===== config.mk =====
export PLATFORM = sky130hd
export DESIGN_NAME = iddmm_arbiter
export DESIGN_NICKNAME = d
export VERILOG_FILES = /design/src/rtl/iddmm_arbiter.sv
export SDC_FILE = /design/constraint.sdc
export NUM_CORES = 2
export LEC_CHECK = 0
export CORE_AREA = 2 2 706 708
export DETAILED_ROUTE_END_ITERATION = 16
export DIE_AREA = 0 0 708 710
export MAX_ROUTING_LAYER = met4
export PLACE_DENSITY = 0.3
export REMOVE_ABC_BUFFERS = 1
export SLEW_MARGIN = 10
export SYNTH_ARGS = -nofsm -noshare
export SYNTH_HDL_FRONTEND = slang
export SYNTH_SLANG_ARGS = --single-unit

===== constraint.sdc =====
create_clock -name clk -period 25.4 [get_ports clk]
set_clock_uncertainty 0.1 [all_clocks]
set_input_delay 5.08 -clock clk [delete_from_list [all_inputs] [get_ports clk]]
set_output_delay 5.08 -clock clk [all_outputs]
set_load 0.02 [all_outputs]

===== src/rtl/iddmm_arbiter.sv =====
// Round-robin front end that shares one iddmm_top Montgomery engine between two requesters.
// Define IDDMM_ARB_TIMEOUT_EN to add a result watchdog that aborts stalled jobs with res_err.
module iddmm_arbiter #(
  parameter int unsigned K       = 128,
  parameter int unsigned N       = 32,
  parameter int unsigned ADDR_W  = $clog2(N),
  parameter int unsigned TIMEOUT = 4096
) (
  input  logic              clk,
  input  logic              rst_n,
  input  logic [1:0]        req,
  output logic [1:0]        gnt,
  input  logic [1:0]        ld_valid,
  input  logic [2*K-1:0]    ld_x,
  input  logic [2*K-1:0]    ld_y,
  input  logic [2*K-1:0]    ld_m,
  input  logic [2*K-1:0]    ld_m1,
  output logic              ld_ready,
  output logic [2:0]        wr_ena,
  output logic [ADDR_W-1:0] wr_addr,
  output logic [K-1:0]      wr_x,
  output logic [K-1:0]      wr_y,
  output logic [K-1:0]      wr_m,
  output logic [K-1:0]      wr_m1,
  output logic              task_req,
  input  logic              task_grant,
  input  logic [K-1:0]      task_res,
  output logic              res_valid,
  output logic [K-1:0]      res_data,
  output logic              res_last,
  output logic              res_id,
  output logic              res_err
);

  localparam logic [ADDR_W-1:0] LAST_WORD = ADDR_W'(N - 1);

  typedef enum logic [2:0] {
    S_IDLE  = 3'd0,
    S_LOAD  = 3'd1,
    S_START = 3'd2,
    S_WAIT  = 3'd3,
    S_DRAIN = 3'd4
  } state_e;

  state_e            state_q, state_d;
  logic [1:0]        gnt_q, gnt_d;
  logic              owner_q, owner_d;
  logic              last_q, last_d;
  logic [ADDR_W-1:0] wcnt_q, wcnt_d;
  logic [ADDR_W-1:0] rcnt_q, rcnt_d;
  logic              ld_ready_q, ld_ready_d;
  logic [2:0]        wr_ena_q, wr_ena_d;
  logic [ADDR_W-1:0] wr_addr_q, wr_addr_d;
  logic [K-1:0]      wr_x_q, wr_x_d;
  logic [K-1:0]      wr_y_q, wr_y_d;
  logic [K-1:0]      wr_m_q, wr_m_d;
  logic [K-1:0]      wr_m1_q, wr_m1_d;
  logic              task_req_q, task_req_d;
  logic              res_valid_q, res_valid_d;
  logic [K-1:0]      res_data_q, res_data_d;
  logic              res_last_q, res_last_d;
  logic              res_id_q, res_id_d;
  logic              win;

`ifdef IDDMM_ARB_TIMEOUT_EN
  localparam int unsigned TW = $clog2(TIMEOUT + 1);
  logic          res_err_q, res_err_d;
  logic [TW-1:0] tmo_q, tmo_d;
`endif

  // Operand slice of the requester that currently owns the engine.
  logic [K-1:0] sel_x, sel_y, sel_m, sel_m1;
  logic         sel_valid;

  assign sel_x     = owner_q ? ld_x[2*K-1:K]  : ld_x[K-1:0];
  assign sel_y     = owner_q ? ld_y[2*K-1:K]  : ld_y[K-1:0];
  assign sel_m     = owner_q ? ld_m[2*K-1:K]  : ld_m[K-1:0];
  assign sel_m1    = owner_q ? ld_m1[2*K-1:K] : ld_m1[K-1:0];
  assign sel_valid = owner_q ? ld_valid[1]    : ld_valid[0];

  always_comb begin
    state_d     = state_q;
    gnt_d       = gnt_q;
    owner_d     = owner_q;
    last_d      = last_q;
    wcnt_d      = wcnt_q;
    rcnt_d      = rcnt_q;
    ld_ready_d  = 1'b0;
    wr_ena_d    = 3'b000;
    wr_addr_d   = wr_addr_q;
    wr_x_d      = wr_x_q;
    wr_y_d      = wr_y_q;
    wr_m_d      = wr_m_q;
    wr_m1_d     = wr_m1_q;
    task_req_d  = 1'b0;
    res_valid_d = 1'b0;
    res_data_d  = res_data_q;
    res_last_d  = 1'b0;
    res_id_d    = res_id_q;
    win         = ~last_q;
`ifdef IDDMM_ARB_TIMEOUT_EN
    res_err_d   = 1'b0;
    tmo_d       = tmo_q;
`endif

    case (state_q)
      S_IDLE: begin
        // A tie goes to the requester not served last; a lone request wins outright.
        win = (req == 2'b11) ? ~last_q : req[1];
        if (req != 2'b00) begin
          owner_d    = win;
          gnt_d      = win ? 2'b10 : 2'b01;
          wcnt_d     = '0;
          ld_ready_d = 1'b1;
          state_d    = S_LOAD;
        end
      end

      S_LOAD: begin
        ld_ready_d = 1'b1;
        if (sel_valid) begin
          wr_ena_d  = 3'b111;
          wr_addr_d = wcnt_q;
          wr_x_d    = sel_x;
          wr_y_d    = sel_y;
          wr_m_d    = sel_m;
          wr_m1_d   = sel_m1;
          wcnt_d    = wcnt_q + ADDR_W'(1);
          if (wcnt_q == LAST_WORD) begin
            ld_ready_d = 1'b0;
            state_d    = S_START;
          end
        end
      end

      S_START: begin
        task_req_d = 1'b1;
        rcnt_d     = '0;
`ifdef IDDMM_ARB_TIMEOUT_EN
        tmo_d      = '0;
`endif
        state_d    = S_WAIT;
      end

      S_WAIT, S_DRAIN: begin
        // A paused engine simply leaves the result counter where it is.
        if (task_grant) begin
          res_valid_d = 1'b1;
          res_data_d  = task_res;
          res_id_d    = owner_q;
          rcnt_d      = rcnt_q + ADDR_W'(1);
          state_d     = S_DRAIN;
          if (rcnt_q == LAST_WORD) begin
            res_last_d = 1'b1;
            gnt_d      = 2'b00;
            last_d     = owner_q;
            state_d    = S_IDLE;
          end
        end
`ifdef IDDMM_ARB_TIMEOUT_EN
        tmo_d = tmo_q + TW'(1);
        // Abort unless this very cycle completes the job normally.
        if (tmo_q == TW'(TIMEOUT - 1) && state_d != S_IDLE) begin
          res_valid_d = 1'b1;
          res_err_d   = 1'b1;
          res_last_d  = 1'b1;
          res_data_d  = '0;
          res_id_d    = owner_q;
          gnt_d       = 2'b00;
          last_d      = owner_q;
          state_d     = S_IDLE;
        end
`endif
      end

      default: state_d = S_IDLE;
    endcase
  end

  // last_q resets to 1 so requester 0 wins the first tie.
  always_ff @(posedge clk or posedge rst_n) begin
    if (rst_n) begin
      state_q     <= S_IDLE;
      gnt_q       <= 2'b00;
      owner_q     <= 1'b0;
      last_q      <= 1'b1;
      wcnt_q      <= '0;
      rcnt_q      <= '0;
      ld_ready_q  <= 1'b0;
      wr_ena_q    <= 3'b000;
      wr_addr_q   <= '0;
      wr_x_q      <= '0;
      wr_y_q      <= '0;
      wr_m_q      <= '0;
      wr_m1_q     <= '0;
      task_req_q  <= 1'b0;
      res_valid_q <= 1'b0;
      res_data_q  <= '0;
      res_last_q  <= 1'b0;
      res_id_q    <= 1'b0;
`ifdef IDDMM_ARB_TIMEOUT_EN
      res_err_q   <= 1'b0;
      tmo_q       <= '0;
`endif
    end else begin
      state_q     <= state_d;
      gnt_q       <= gnt_d;
      owner_q     <= owner_d;
      last_q      <= last_d;
      wcnt_q      <= wcnt_d;
      rcnt_q      <= rcnt_d;
      ld_ready_q  <= ld_ready_d;
      wr_ena_q    <= wr_ena_d;
      wr_addr_q   <= wr_addr_d;
      wr_x_q      <= wr_x_d;
      wr_y_q      <= wr_y_d;
      wr_m_q      <= wr_m_d;
      wr_m1_q     <= wr_m1_d;
      task_req_q  <= task_req_d;
      res_valid_q <= res_valid_d;
      res_data_q  <= res_data_d;
      res_last_q  <= res_last_d;
      res_id_q    <= res_id_d;
`ifdef IDDMM_ARB_TIMEOUT_EN
      res_err_q   <= res_err_d;
      tmo_q       <= tmo_d;
`endif
    end
  end

  assign gnt       = gnt_q;
  assign ld_ready  = ld_ready_q;
  assign wr_ena    = wr_ena_q;
  assign wr_addr   = wr_addr_q;
  assign wr_x      = wr_x_q;
  assign wr_y      = wr_y_q;
  assign wr_m      = wr_m_q;
  assign wr_m1     = wr_m1_q;
  assign task_req  = task_req_q;
  assign res_valid = res_valid_q;
  assign res_data  = res_data_q;
  assign res_last  = res_last_q;
  assign res_id    = res_id_q;
`ifdef IDDMM_ARB_TIMEOUT_EN
  assign res_err   = res_err_q;
`else
  assign res_err   = 1'b0;
`endif

endmodule


==> run_results.csv <==
group,metric,value,unit
setup_path,cp.required,26000,ps
outcome,status,"finished clean",
finish,final_common_cell,"clkdlybuf4s50_1",
die,fp.dieH,710,um
flow_run,maxCapViolations,0,
timing,hold_viol_final,0,
logic_synthesis,synth_cell_types,42,
logic_synthesis,syn-instance-count,2681,
placement,io_buffers,1813,
setup_path,path_class,"in2reg",
die,die-area,502700,sq um
clock_tree,cts_max_path_buffers,4,
logic_synthesis,ys_seq_elements,668,
clock_tree,cts_max_level,3,
die,core,495500,sq um
power_and_ir_drop,sequentialPowerShare,25.5,%
placement,hpwl,290.8,mm
clock_tree,clock_latency,820,ps
timing,slew_headroom,18.76,%
power_and_ir_drop,p_leak,21.46,nW
detailed_routing,drc,0,
timing,fin_crit_sh,37.15,%
global_route,grt_start_max_net_pins,126,
detailed_routing,viasPerCell,2.768,
power_and_ir_drop,p_switching,3.941,mW
finish,syn2layout_area_growth,95.68,%
clock_tree,cts_tree,"yes",
detailed_routing,firstDrtPassIters,5,
logic_synthesis,synth_area_per_cell,11.28,sq um
detailed_routing,wl,333.8,mm
global_route,grt.total_usage,13.04,%
power_and_ir_drop,power_density,132.0,nW/um^2
clock_tree,cts_buffers,104,
global_route,grt.overflow.total,0,
logic_synthesis,syn_area,30250,sq um
hold_path,min_path_type,"reg2reg",
global_route,grt_pass1_wl,405.7,mm
detailed_routing,drt-initial-drc-count,1647,
die,io_pins,1815,
power_and_ir_drop,p_clk_share,18.9,%
finish,fillCellCount,56366,
clock_tree,cts_setup_buffers,0,
finish,nets,5564,
global_route,grt_antenna_before_repair,71,
logic_synthesis,synth_edf_count,0,
power_and_ir_drop,p_int,3.872,mW
finish,drive_gt1_share,6.144,%
placement,preCtsSetupSlack,15170,ps
clock_tree,cts-hold-fix-buffers,0,
logic_synthesis,yosys_warnings,0,
timing,rsz0062_at_grt,"no",
setup_path,end_kind,"flop",
clock_tree,clock_sinks,668,
power_and_ir_drop,swShare,50.44,%
detailed_routing,vias,30483,
placement,gp_congestion,0.9563,
timing,holdWs,381.4,ps
clock_tree,cts_resized,0,
timing,setup_viol,0,
timing,fin_ws,15960,ps
power_and_ir_drop,pwr-share-comb,55.6,%
timing,max_freq,106.0,MHz
detailed_routing,antenna_left,0,
power_and_ir_drop,vdd_ir_drop_max,0.05629,mV
timing,drv_slew,0,
finish,final_cell_mix,"clkdlybuf4s50_1, a21oi_1, dfrtp_1",
clock_tree,clockRootBuffer,"clkbuf_16",
timing,finalCriticalPeriod,9436,ps
setup_path,cp.arrival,10040,ps
die,initial_core_util,6.106,%
die,die_w,708,um
die,rows,259,
global_route,grt_pass1_vias,31943,
finish,multi_input_area,12360,sq um
clock_tree,clk_pin_slew,50,ps
logic_synthesis,synth_ff_type,"dfrtp_1",
detailed_routing,wl_per_cell,30.31,um
finish,regArea,16720,sq um
setup_path,crit_path_start_kind,"input port",
logic_synthesis,synthArstFlopShare,100.0,%
logic_synthesis,ys_seq_area_share,55.26,%
setup_path,worst-path-max-fanout,75,
timing,tightest_slew,1185,ps
==> power by group through the flow <==
stage	Sequential [mW]	Clock [mW]	Combinational, mW
after floorplan	2.56	0	1.49
after global placement	2.00	0	4.53
after detailed placement	2.00	0	4.53
after CTS	2.00	1.54	4.55
after global routing	2.05	1.57	4.65
final	1.99	1.48	4.35
==> cell type report <==
type | count | share of cell area (%)
clock inverters | 33 | 0.6848
repair buffers | 1863 | 31.24
flip-flops and latches | 668 | 28.24
well taps | 6525 | 13.79
clock buffers | 148 | 5.015
inverters | 10 | 0.09722
diodes | 12 | 0.05072
multi-input cells | 1754 | 20.88
==> cells in the mapped netlist (all sizes together) (2+ instances only) <==
cell type | instances | area [sq um]
o211ai | 5 | 37.54
nor2 | 3 | 11.26
or4 | 2 | 15.01
and3 | 2 | 12.51
inv | 10 | 37.54
nor3 | 2 | 10.01
mux2i | 515 | 5155
buf | 132 | 721.9
or3b | 2 | 17.52
a21oi | 1032 | 5165
nand3 | 5 | 25.02
o31ai | 3 | 22.52
nor3b | 3 | 32.53
o21ai | 7 | 46.30
nand4b | 2 | 17.52
nor2b | 3 | 18.77
nand2b | 2 | 12.51
nand2 | 8 | 30.03
dfrtp | 667 | 16690
mux2 | 136 | 1531
clkbuf | 117 | 439.2
or2 | 2 | 12.51
o22ai | 2 | 12.51
ha | 4 | 50.05
nand4 | 6 | 37.54
==> logic make-up after synthesis <==
logic type / after synthesis / share of synthesized area [%]
and+or+nand+nor: 45 / 0.9223
AOI/OAI and AO/OA: 1053 / 17.58
other: 1 / 0.01240
muxes: 651 / 22.10
adders and majority gates: 4 / 0.1654
buffers and inverters: 259 / 3.962
DFF: 668 / 55.26
==> worst max-delay path: stages <==
cell and delay [ps]:
clkdlybuf4s50_1 510, mux2_8 410, buf_4 640, buf_4 720
buf_4 610, buf_4 570, buf_4 820, a21oi_1 190
a21oi_1 160
==> through the flow <==
| step | setup TNS [ps] | util (%) | power, mW | std cells | instance area, sq um |
|---|---|---|---|---|---|
| 2_1_floorplan | -1682180 | - | 4.054 | 2432 | 29090 |
| 6_report | 0 | 11.95 | 7.813 | 11013 | 59200 |
| 4_1_cts | 0 | 11.94 | 8.087 | 11001 | 59170 |
| 3_3_place_gp | 0 | 11.26 | 6.537 | 10820 | 55800 |
| 3_5_place_dp | 0 | 11.26 | 6.530 | 10820 | 55800 |
| 5_1_grt | 0 | 11.95 | 8.269 | 11010 | 59190 |
==> registers in the layout (all words and copies together), names as in the netlist, 2 cells and up <==
name / flops
wr_x: 128
wr_addr: 5
res_data: 128
gnt: 2
rcnt_q: 5
wcnt_q: 5
wr_m: 128
wr_y: 128
wr_m1: 128
state_q: 3
==> routing by layer <==
metal / GRT usage [%] / vias up / wire [um]
li1: - / 13248 / -
met1: 14.24 / 15581 / 127600
met5: - / - / 0
met3: 6.854 / 285 / 41170
met2: 21.05 / 1369 / 157200
met4: 2.686 / 0 / 7862
==> final timing paths <==
path | endpoint | from | slack, ps | cells after the start
hold reg to reg | res_data[81] | res_data[81] | 380 | 1
setup / recovery | wr_m1[31] | ld_valid[0] | 15960 | 9
max in group asynchronous | wr_m1[26] | rst_n | 16840 | 6
min in group asynchronous | res_valid | rst_n | 4560 | 2
setup reg to reg | wr_m1[31] | owner_q | 19750 | 8
hold / removal | res_data[81] | res_data[81] | 380 | 1
Power figures use the tool's default switching activity.
